`config.mk`:
```
export PLATFORM = sky130hd
export DESIGN_NAME = card_read_sequencer
export DESIGN_NICKNAME = d
export VERILOG_FILES = /design/src/rtl/card_read_sequencer.sv
export SDC_FILE = /design/constraint.sdc
export NUM_CORES = 1
export LEC_CHECK = 0
export CAP_MARGIN = 20
export CORE_ASPECT_RATIO = 2
export CORE_MARGIN = 2
export CORE_UTILIZATION = 40
export CTS_BUF_LIST = sky130_fd_sc_hd__clkbuf_4 sky130_fd_sc_hd__clkbuf_8
export DETAILED_ROUTE_END_ITERATION = 10
export PLACE_DENSITY = 0.7
export SYNTH_ARGS = -nofsm -noshare
export SYNTH_HDL_FRONTEND = slang
export SYNTH_SLANG_ARGS = --single-unit
```
`constraint.sdc`:
```
create_clock -name clk -period 4.6 [get_ports clk]
set_input_delay 1.38 -clock clk [delete_from_list [all_inputs] [get_ports clk]]
set_output_delay 1.38 -clock clk [all_outputs]
set_load 0.005 [all_outputs]
```
`src/rtl/card_read_sequencer.sv`:
```
`default_nettype none
// ============================================================================
// Module   : card_read_sequencer
// Brief    : Steps the punch card ROM through rows 0..NUM_ROWS-1 and streams
//            each row as four 4-bit digits (MSB nibble first) over valid/ready.
//            Optional blank-nibble / blank-row skipping: CARD_BLANK_SKIP_EN.
// Revision : 1.0 - initial release
// ============================================================================
module card_read_sequencer #(
    parameter int         NUM_ROWS     = 15,
    parameter logic [3:0] BLANK_NIBBLE = 4'hF
) (
    input  logic        clk,
    input  logic        rst,
    input  logic        start,
    input  logic        abort,
    input  logic [1:0]  sel_req,
    input  logic        mask_req,
    output logic [1:0]  card_slt,
    output logic        mask,
    output logic [3:0]  card_addr,
    input  logic [15:0] card_in,
    output logic [3:0]  digit,
    output logic [3:0]  digit_row,
    output logic [1:0]  digit_col,
    output logic        digit_valid,
    input  logic        digit_ready,
    output logic [5:0]  digit_count,
    output logic        busy,
    output logic        done,
    output logic        err
);

    typedef enum logic [1:0] {
        S_IDLE  = 2'd0,
        S_FETCH = 2'd1,
        S_EMIT  = 2'd2,
        S_DONE  = 2'd3
    } state_t;

`ifdef CARD_BLANK_SKIP_EN
    localparam logic c_skip_en = 1'b1;
`else
    localparam logic c_skip_en = 1'b0;
`endif

    localparam logic [3:0] c_last_row  = 4'(NUM_ROWS - 1);
    localparam logic [5:0] c_count_max = 6'd63;

    state_t      r_state;
    state_t      w_state_nxt;
    logic [15:0] r_row;
    logic [1:0]  r_col;
    logic [1:0]  r_card_slt;
    logic        r_mask;
    logic [3:0]  r_card_addr;
    logic [5:0]  r_digit_count;
    logic        r_err;

    logic [3:0]  w_nibble;
    logic        w_skip;
    logic        w_end_of_card;
    logic        w_valid;
    logic        w_xfer;
    logic        w_advance;
    logic        w_illegal;
    logic        w_accept;

    always_comb begin
        w_nibble = r_row[15:12];
        case (r_col)
            2'd0:    w_nibble = r_row[15:12];
            2'd1:    w_nibble = r_row[11:8];
            2'd2:    w_nibble = r_row[7:4];
            default: w_nibble = r_row[3:0];
        endcase
    end

    // Skip terms collapse to zero when the blank-skip feature is compiled out.
    assign w_skip        = c_skip_en & (w_nibble == BLANK_NIBBLE);
    assign w_end_of_card = c_skip_en & (card_in == 16'hFFFF);

    assign w_valid   = (r_state == S_EMIT) & ~w_skip;
    assign w_xfer    = w_valid & digit_ready & ~abort;
    assign w_advance = (r_state == S_EMIT) & ~abort & (w_skip | digit_ready);

    // sel 0 with equation cards addresses a ROM bank that drives nothing.
    assign w_illegal = (r_state == S_IDLE) & start & ~abort &
                       (sel_req == 2'b00) & ~mask_req;
    assign w_accept  = (r_state == S_IDLE) & start & ~abort & ~w_illegal;

    always_comb begin
        w_state_nxt = r_state;
        case (r_state)
            S_IDLE: begin
                if (w_accept) w_state_nxt = S_FETCH;
            end
            S_FETCH: begin
                w_state_nxt = w_end_of_card ? S_DONE : S_EMIT;
            end
            S_EMIT: begin
                if (w_advance && (r_col == 2'd3))
                    w_state_nxt = (r_card_addr == c_last_row) ? S_DONE : S_FETCH;
            end
            default: begin
                w_state_nxt = S_IDLE;
            end
        endcase
        if (abort) w_state_nxt = S_IDLE;
    end

    always_ff @(posedge clk) begin
        if (rst) begin
            r_state       <= S_IDLE;
            r_row         <= 16'h0000;
            r_col         <= 2'd0;
            r_card_slt    <= 2'd0;
            r_mask        <= 1'b0;
            r_card_addr   <= 4'd0;
            r_digit_count <= 6'd0;
            r_err         <= 1'b0;
        end else begin
            r_state <= w_state_nxt;
            r_err   <= w_illegal;
            if (w_accept) begin
                r_card_slt    <= sel_req;
                r_mask        <= mask_req;
                r_card_addr   <= 4'd0;
                r_digit_count <= 6'd0;
            end
            if ((r_state == S_FETCH) && !abort) begin
                r_row <= card_in;
                r_col <= 2'd0;
            end
            if (w_advance) begin
                r_col <= r_col + 2'd1;
                if ((r_col == 2'd3) && (r_card_addr != c_last_row))
                    r_card_addr <= r_card_addr + 4'd1;
            end
            if (w_xfer && (r_digit_count != c_count_max))
                r_digit_count <= r_digit_count + 6'd1;
        end
    end

    assign card_slt    = r_card_slt;
    assign mask        = r_mask;
    assign card_addr   = r_card_addr;
    assign digit       = w_nibble;
    assign digit_row   = r_card_addr;
    assign digit_col   = r_col;
    assign digit_valid = w_valid;
    assign digit_count = r_digit_count;
    assign busy        = (r_state != S_IDLE);
    assign done        = (r_state == S_DONE);
    assign err         = r_err;

endmodule
`default_nettype wire

```
## Word-level counts from Yosys, hierarchy flattened

Index checks and enable logic that the tools add are counted.

| word-level totals | value |
|---|---|
| bits of input ports | 24 |
| bits in registers | 34 |
| output and inout port bits | 27 |
| logic and storage cells | 59 |

| operators by class | value |
|---|---|
| multiplexer cells | 12 |
| bitwise logic cells | 12 |
| reduce and logical (&&, ||, !) cells | 13 |
| eq/ne operators | 11 |
| add/subtract/negate cells | 3 |

Operators with widths:

| operator | count |
|---|---|
| 4-bit two-way mux | 3 |
| 6-bit two-way mux | 2 |
| 4-bit case mux with 3 select lines | 1 |
| 2-bit two-way mux | 5 |
| 1-bit AND | 9 |
| 2-bit == test (second input constant) | 4 |
| 6-bit by 1-bit adder with 6-bit output (second input constant) | 1 |
| 2-bit zero test | 3 |
| 6-bit inequality test (second input constant) | 1 |
| 2-bit case mux with 3 select lines | 1 |
| 2-bit nonzero test | 3 |
| 4-bit by 1-bit adder with 4-bit output (second input constant) | 1 |
| 2-bit by 1-bit == test with 1-bit output (second input constant) | 2 |
| 4-bit == test (second input constant) | 1 |
| 1-bit logical AND | 4 |
| 4-bit inequality test (second input constant) | 1 |
| 1-bit inverter | 3 |
| 2-bit by 1-bit adder with 2-bit output (second input constant) | 1 |
| 2-bit by 1-bit inequality test with 1-bit output (second input constant) | 1 |
| 2-bit inequality test (second input constant) | 1 |
| 2-bit AND reduction | 1 |
| 2-bit OR reduction | 1 |
| 1-bit zero test | 1 |

## Longest topological paths before layout

Gate-level depths: netlist (run 1).

| logic depth | value |
|---|---|
| depth in word-level cells | 10 |
| depth in mapped cells | 6 |
| depth with buffers taken out | 6 |

## Worst setup path after synthesis (run 1)

Ideal clock, no wire load.

| path | value |
|---|---|
| path type | register to output |
| from | reg r_col[1], in the netlist digit_col[1] |
| to | out digit[0] |
| required time | 3.220 ns |
| cell stages (with the launch flop) | 5 |
| path buffers | 0 |
| arrival | 1.113 ns |
| path slack | 2.107 ns |
| cells stage by stage | dfxtp_1 -> inv_1 -> ha_1 -> a222oi_1 -> mux2i_1 |

| between the ends | value |
|---|---|
| cells in the longest elaborated chain, start to end | 2 |
| elaborated cells between the ends (all ways) | 4 |
| classes of those cells | eq/ne (2); mux (1); reduce/logical (1) |

Ends and longest elaborated chain:

| what | line | source |
|---|---|---|
| start: declaration | 53 | `logic [1:0] r_col;` |
| start signal: assignment | 136 | `r_col <= r_col + 2'd1;` |
| 2-bit == test (tied with other cells) | 71 | `case (r_col)` |
| 4-bit case mux with 3 select lines * | 71 |  |
| end: declaration | 23 | `output logic [3:0] digit,` |

Every way passes the cells marked *; elsewhere a longest branch is shown, timed or not.

## Worst setup path after layout (run 1)

| path | value |
|---|---|
| from | reg r_col[1], in the netlist digit_col[1] |
| to | out digit[2] |

Same word-level chain as after synthesis.

==> out/metrics.yaml, run 1 <==
sta:
  fin_skew_ns: 0.00380
  rsz0062_at_grt: "false"
  drv_slew: 0
  fin_tns_setup_ns: 0
  finalHoldViolCount: 0
  period_needed_ns: 3.48
  fmax_ghz: 0.287
  post-route-period-util: 0.757
  relSlewSlack: 0.416
  finalSetupViolations: 0
  worstMarginPinSlew_ns: 0.874
placement:
  gp_congestion: 0.839
  hpwl_um: 2850
  port_buffers: 50
global_routing:
  grt_pass1_wl_um: 6130
  antenna_found_initial: 0
  grt_pass1_vias: 1382
  grt-ovfl-total: 0
  grt_max_degree: 25
  grtUsageTotal: 0.173
clock_tree:
  cts_max_path_buffers: 2
  cts-hold-fix-buffers: 0
  htreeDepth: 2
  root_buffer: "clkbuf_8"
  cts_tree: "done"
  clkSinkCount: 34
  cts_made_buffers: 5
  worstSkewPairLatency_ns: 0.28
  cts_setup_buffers: 0
  cts_resized: 0
  clkSlewWorstSetupHoldPaths_ns: 0.07
critical_path:
  crit_buf_inv: 2
  path_class: "flop to primary output"
  path_cells: "inv_1 > ha_1 > a222oi_1 > mux2i_1 > clkdlybuf4s50_1"
  crit_path_end_kind: "primary output"
  cp.arrival_ns: 2.10
  cpPeakStageDelay_ns: 0.46
  cpLargestDelayFamily: "buffers and inverters"
  cp.required_ns: 3.22
  cp_slowest_cell: "a222oi_1"
  critPathLaunchType: "flop"
  crit_fanout: 5
logic_synthesis:
  yosysSeqAreaShare: 0.417
  syn_area_per_cell_sq_um: 8.46
  yosys_warnings: 0
  yosys.area.top_type: "dfxtp_1"
  synth-seq-cells: 34
  netlist_instances: 193
  yosys-top-cells-area: "dfxtp_1 42%, nand2_1 9.0%, a21oi_1 8.3%"
  synth_top_area_frac: 0.417
  syn_area_sq_mm: 0.00163
  async_reset_ff_frac: 0
  synth_ff_type: "dfxtp_1"
  synth_edf_count: 0
  synth_cell_types: 39
  syn_nets: 225
floorplan:
  start_util: 0.420
  chipWidth_um: 49.2
  io_pins: 51
  die-area_sq_mm: 0.00464
  core_area_sq_mm: 0.00388
  std_cell_rows: 32
  fp.dieH_um: 94.4
pwr:
  power_density_mw_per_mm2: 256
  p_leak_uw: 0.000776
  power_uw: 572
  ir_drop_mv: 0.198
layout:
  final_cell_mix: "50 x clkdlybuf4s50_1, 39 x nand2_1, 34 x dfxtp_1"
  num_antenna_cells: 0
  layout.nets: 270
  final_common_cell: "clkdlybuf4s50_1"
  drive_above_1_share: 0.0711
  areaGrowthSynthToFinish_pct: 36.7
detailed_routing:
  drc: 0
  drtIter0Drc: 43
  ant_nets: 0
  dr_total_vias: 1489
  drt_pass1_iterations: 5
  wire_per_inst_um: 13.1
  vias_per_cell: 5.13
  wirelength_um: 3790
job:
  cap_violations: 0
run_status:
  outcome: "finished clean"
hold_path:
  min_path_type: "flop to flop"
[state kept, by name, summed over array words and instances, names as in the netlist]
name,flops
digit_col,2
mask,1
card_addr,4
digit_count,6
card_slt,2
r_state,2
err,1
r_row,16
[worst register-to-register path, stage by stage (launching register included)]
cell and delay [ns]:
dfxtp_1 0.39, nor4b_4 0.41, nand2_1 0.35, a2111oi_1 0.45
[final cells by class]
type | count | area [sq um]
Timing Repair Buffer | 52 | 515
Fill cell | 386 | 1650
Sequential cell | 34 | 681
Inverter | 8 | 30.0
Clock buffer | 7 | 90.1
Clock inverter | 1 | 5.00
Multi-Input combinational cell | 137 | 847
Tap cell | 51 | 63.8
[power by group]
part | total (uW) | switching (uW) | internal [uW]
logic | 43.4 | 16.5 | 26.9
clock network | 228 | 102 | 126
registers | 300 | 2.44 | 298
[per-stage QoR]
step                std cells  setup WS, ns  area (sq um)  hold slack (ns)   util
finish                    290          1.12          2230            0.456  0.575
global route              290         0.994          2230            0.480  0.575
CTS                       290          1.12          2230            0.461  0.575
detailed placement        282          1.35          2140            0.451  0.550
global placement          282          1.41          2140            0.445  0.550
floorplan                 193          2.11          1630            0.436      -
[kinds of logic (layout without fill, tap and decap cells)]
kind of cell	count (synthesis)	after routing	share of synthesized area
compound gates	45	45	0.174
xor+xnor	1	1	0.00536
fa+ha+maj	8	8	0.0613
buf+inv	22	68	0.0644
flops	34	34	0.417
mux	5	5	0.0307
simple gates	78	78	0.248
[metal layers]
metal	part of all wire	routed length, um	track usage	vias to the layer above
li1	-	-	-	754
met1	0.37	1400	0.163	679
met2	0.56	2120	0.332	46
met3	0.043	165	0.0348	10
met4	0.027	104	0.102	0
met5	0	0	0	-
[Yosys cell counts (all sizes together) (2+ instances only)]
cell / instances
nand2: 39
dfxtp: 34
a21oi: 27
nand3: 10
buf: 9
ha: 8
inv: 8
nor2: 8
clkbuf: 5
mux2i: 5
a222oi: 4
nand2b: 3
nor3: 3
o21ai: 3
or3: 3
a22oi: 2
and2: 2
nor2b: 2
nor3b: 2
or2: 2
[worst paths after layout]
path | startpoint | cells past startpoint | to | slack (ns)
setup reg to reg | r_state[0] | 3 | r_state[0] | 2.88
hold / removal | r_row[2] | 2 | r_row[2] | 0.46
setup / recovery | digit_col[1] | 5 | digit[2] | 1.12
hold reg to reg | r_row[2] | 2 | r_row[2] | 0.46
Power figures use the tool's default switching activity.
==> run 2, diff against run 1 <==
--- a/config.mk
+++ b/config.mk
@@ -11,7 +11,7 @@
 export CORE_UTILIZATION = 40
 export CTS_BUF_LIST = sky130_fd_sc_hd__clkbuf_4 sky130_fd_sc_hd__clkbuf_8
 export DETAILED_ROUTE_END_ITERATION = 10
-export PLACE_DENSITY = 0.7
+export PLACE_DENSITY = 0.73
 export SYNTH_ARGS = -nofsm -noshare
 export SYNTH_HDL_FRONTEND = slang
 export SYNTH_SLANG_ARGS = --single-unit
==> constraint.sdc (replaced) <==
create_clock -name clk -period 3.09 [get_ports clk]
set_input_delay 0.927 -clock clk [delete_from_list [all_inputs] [get_ports clk]]
set_output_delay 0.927 -clock clk [all_outputs]
set_load 0.005 [all_outputs]
==> run 2 against run 1 <==
Non-clock buffer count rose by 1. Cell count increased by 0.34%. Via count is 1.9% higher. Count of clock-buffer cells in the layout grew 1. Global-route usage rose by 0.56 points. Wire length up 0.74%. Clock power increased by 64%.
==> out/metrics.yaml, run 2 (synthesis gave the netlist of run 1 again) <==
critical_path:
  r2r-start: "r_state[0]"
  crit_fanout: 5
  r2r-end: "r_state[0]"
  path_class: "flop to primary output"
  cpLargestDelayFamily: "buffers and inverters"
  crit_path_end_kind: "primary output"
  cp.required_ns: 2.16
  path_cells: "inv_1 > ha_1 > a222oi_1 > mux2i_1 > clkdlybuf4s50_1"
  reg2reg_depth: 3
  cp.arrival_ns: 2.01
  cp_slowest_cell: "clkdlybuf4s50_1"
  crit_buf_inv: 2
  reg2reg_slack_ns: 1.40
  cpPeakStageDelay_ns: 0.46
  critPathLaunchType: "flop"
floorplan:
  io_pins: 51
  std_cell_rows: 32
  fp.dieH_um: 94.4
  start_util: 0.420
  chipWidth_um: 49.2
  core_area_sq_mm: 0.00388
  die-area_sq_mm: 0.00464
sta:
  finalSetupViolations: 0
  relSlewSlack: 0.585
  fin_skew_ns: 0.00388
  fmax_ghz: 0.341
  worstMarginPinSlew_ns: 0.620
  fin_ws_ns: 0.156
  post-route-period-util: 0.950
  rsz0062_at_grt: "false"
  whs_ns: 0.456
  fin_tns_setup_ns: 0
  finalHoldViolCount: 0
  period_needed_ns: 2.93
  drv_slew: 0
placement:
  gp_congestion: 0.771
  dp_slack_ns: 0.312
  hpwl_um: 2930
  port_buffers: 50
  placedCellCount: 283
run_status:
  outcome: "finished clean"
clock_tree:
  worstSkewPairLatency_ns: 0.28
  cts_tree: "done"
  cts-hold-fix-buffers: 0
  htreeDepth: 2
  cts_made_buffers: 5
  clkSlewWorstSetupHoldPaths_ns: 0.06
  clkSinkCount: 34
  cts_resized: 0
  cts_setup_buffers: 0
  cts_max_path_buffers: 2
  root_buffer: "clkbuf_8"
pwr:
  ir_drop_mv: 0.310
  power_density_mw_per_mm2: 393
  p_leak_uw: 0.000787
layout:
  drive_above_1_share: 0.0750
  layoutNonFillerInstCount: 291
  fillCellCount: 374
  multi_input_area_sq_um: 847
  num_antenna_cells: 0
  largest_register_ffs: 16
  final_cell_mix: "50 x clkdlybuf4s50_1, 39 x nand2_1, 34 x dfxtp_1"
  regArea_sq_um: 681
  final_common_cell: "clkdlybuf4s50_1"
  regMostFlops: "r_row"
  areaGrowthSynthToFinish_pct: 38.1
  layout.nets: 271
hold_path:
  hold_depth: 2
  min_path_type: "flop to flop"
  hold_path_end: "r_row[2]"
  min_from: "r_row[2]"
detailed_routing:
  vias_per_cell: 5.22
  drtIter0Drc: 22
  dr_total_vias: 1518
  drc: 0
  ant_nets: 0
  wire_per_inst_um: 13.1
  wirelength_um: 3820
  drt_pass1_iterations: 4
global_routing:
  grt-ovfl-total: 0
  grt_max_degree: 19
  grt_pass1_wl_um: 6320
  grt_pass1_vias: 1465
  antenna_found_initial: 0
  grtUsageTotal: 0.179
job:
  cap_violations: 0
run 2: cell count changes in the layout (fill, tap and decap cells not counted):
cell / delta
clkbuf_8: +2
clkinv_2: -1
buf_4: +1
clkbuf_4: -1
run 2: worst max-delay path by stage:
stage                      end  cells after the start  slack, ns    startpoint
floorplan             digit[0]                      4       1.05  digit_col[1]
global placement    r_state[0]                      4       0.35         abort
detailed placement  r_state[0]                      4       0.31         abort
CTS                   digit[3]                      5       0.13  digit_col[1]
global route          digit[3]                      5       0.03  digit_col[0]
finish                digit[3]                      5       0.16  digit_col[1]
run 2: per-stage QoR:
step | power, uW | utilization | instance area [sq um]
2_1_floorplan | 479 | - | 1630
3_3_place_gp | 522 | 0.552 | 2140
3_5_place_dp | 523 | 0.552 | 2140
4_1_cts | 899 | 0.581 | 2250
5_1_grt | 926 | 0.581 | 2250
6_report | 885 | 0.581 | 2250
run 2: worst reg2reg max path: stages, from the launching register on:
cell,delay (ns)
dfxtp_1,0.38
nor4b_4,0.40
nand2_1,0.35
a2111oi_1,0.45
run 2: per-layer routing:
layer  up-vias  track usage  part of all wire
li1        760            -                 -
met2        42        0.337              0.56
met5         -            0                 0
met4         0        0.129             0.041
met3        12       0.0411             0.041
met1       704        0.161              0.36
run 2: cell type report:
cell class	count	area share
clock buffer	8	0.0488
inverter	8	0.0133
sequential	34	0.302
timing repair buffer	53	0.232
multi-input combinational	137	0.376
tap	51	0.0283
run 2: where the power goes:
group	internal (uW)	switching, uW
sequential	443	3.86
combinational	40.8	24.6
clock	225	148
total	709	176
==> run 3, diff against run 2 <==
--- a/config.mk
+++ b/config.mk
@@ -11,7 +11,7 @@
 export CORE_UTILIZATION = 40
 export CTS_BUF_LIST = sky130_fd_sc_hd__clkbuf_4 sky130_fd_sc_hd__clkbuf_8
 export DETAILED_ROUTE_END_ITERATION = 10
-export PLACE_DENSITY = 0.73
+export PLACE_DENSITY = 0.85
 export SYNTH_ARGS = -nofsm -noshare
 export SYNTH_HDL_FRONTEND = slang
 export SYNTH_SLANG_ARGS = --single-unit
==> run 3 against run 2 <==
Combinational power about the same. Sequential power hardly changed. Sequential cell count stayed put. Critical path type unchanged. First-iteration DRC count grew 130%. Power shrank 4.0%. Global-route usage shrank 0.63 points. Via count fell by 1.8%. Clock skew fell by 0.0014 ns. Core utilization shrank 0.32 points.
==> out/metrics.yaml, run 3 (synthesis gave the netlist of run 1 again) <==
sta:
  post-route-period-util: 0.940
  fin_skew_ns: 0.00249
  rsz0062_at_grt: "false"
  relSlewSlack: 0.605
  period_needed_ns: 2.90
  fmax_ghz: 0.344
  fin_tns_setup_ns: 0
  worstMarginPinSlew_ns: 0.591
  finalHoldViolCount: 0
  finalSetupViolations: 0
  drv_slew: 0
pwr:
  power_density_mw_per_mm2: 379
  p_comb_frac: 0.077
  p_leak_uw: 0.000782
  ir_drop_mv: 0.286
  pwr-share-clk: 0.397
  intPower_uw: 672
  swShare: 0.209
  p_seq_frac: 0.526
  p_sw_uw: 178
hold_path:
  min_path_type: "flop to flop"
floorplan:
  die-area_sq_mm: 0.00464
  chipWidth_um: 49.2
  io_pins: 51
  std_cell_rows: 32
  start_util: 0.420
  core_area_sq_mm: 0.00388
  fp.dieH_um: 94.4
global_routing:
  grt_pass1_vias: 1395
  grtUsageTotal: 0.172
  antenna_found_initial: 0
  grt_max_degree: 19
  grt_pass1_wl_um: 6170
  grt-ovfl-total: 0
clock_tree:
  clkSinkCount: 34
  cts_max_path_buffers: 2
  cts-hold-fix-buffers: 0
  worstSkewPairLatency_ns: 0.28
  cts_tree: "done"
  root_buffer: "clkbuf_8"
  cts_made_buffers: 5
  htreeDepth: 2
  clkSlewWorstSetupHoldPaths_ns: 0.06
critical_path:
  path_class: "flop to primary output"
  cp.required_ns: 2.16
  cp.arrival_ns: 1.98
  crit_fanout: 5
  crit_path_end_kind: "primary output"
  critPathLaunchType: "flop"
detailed_routing:
  drt_pass1_iterations: 5
  met2_wirelength_um: 2140
  drc: 0
  highest_layer: "met4"
  ant_nets: 0
  dr_total_vias: 1490
  wl_met3_um: 158
  drtIter0Drc: 50
  met1Wirelength_um: 1420
  wire_per_inst_um: 13.1
  vias_per_cell: 5.12
  wirelength_um: 3810
layout:
  largest_register_ffs: 16
  final_cell_mix: "50 x clkdlybuf4s50_1, 39 x nand2_1, 32 x dfxtp_1"
  regMostFlops: "r_row"
  multi_input_area_sq_um: 847
  areaGrowthSynthToFinish_pct: 37.3
  drive_above_1_share: 0.0833
  final_common_cell: "clkdlybuf4s50_1"
  layoutNonFillerInstCount: 291
  regArea_sq_um: 683
  num_antenna_cells: 0
  layout.nets: 271
  fillCellCount: 367
placement:
  gp_congestion: 0.759
  port_buffers: 50
  placedCellCount: 283
  hpwl_um: 2850
job:
  cap_violations: 0
run_status:
  outcome: "finished clean"
==> run 3: area by class of cell <==
cell class | instances | share of cell area
multi-input cells | 137 | 0.378
flip-flops and latches | 34 | 0.305
repair buffers | 53 | 0.233
clock buffers | 7 | 0.0402
well taps | 51 | 0.0285
inverters | 8 | 0.0134
clock inverters | 1 | 0.00223
==> run 3: path summary, 6_finish.rpt <==
path	startpoint	to	slack, ns	cells after the start
min	r_row[2]	r_row[2]	0.46	2
max	digit_col[0]	digit[3]	0.19	5
min reg2reg	r_row[2]	r_row[2]	0.46	2
max reg2reg	r_state[0]	r_state[0]	1.37	3
==> run 3: through the flow <==
step	total power, uW	util	setup slack (ns)	area, sq um	hold WS (ns)
final	850	0.577	0.185	2240	0.459
after detailed placement	523	0.552	0.328	2140	0.452
after global routing	889	0.577	0.0643	2240	0.486
after CTS	858	0.577	0.110	2240	0.461
after floorplan	479	-	1.05	1630	0.436
after global placement	522	0.552	0.364	2140	0.443
==> run 3: power groups by stage <==
stage	Combinational, uW	Clock (uW)	Sequential [uW]
2_1_floorplan	23.3	0	456
3_3_place_gp	65.1	0	457
3_5_place_dp	66.0	0	457
4_1_cts	66.3	345	447
5_1_grt	70.5	372	447
6_report	65.5	338	447
==> run 3: timing repair <==
item | CTS | global route
endpoints found under the hold margin | 0 | 0
setup buffers | 0 | 0
gates resized for setup | 0 | 2
endpoints found under the setup margin | 0 | 1
==> run 3: critical path, stage by stage, from the launching register on <==
cell and delay (ns):
dfxtp_2 0.38, inv_1 0.10, ha_1 0.25, a222oi_1 0.36, mux2i_1 0.13, clkdlybuf4s50_1 0.47
==> run 3: per-layer routing <==
metal | vias up | track usage
li1 | 754 | -
met1 | 685 | 0.165
met2 | 43 | 0.336
met3 | 8 | 0.0332
met4 | 0 | 0.0881
met5 | - | 0
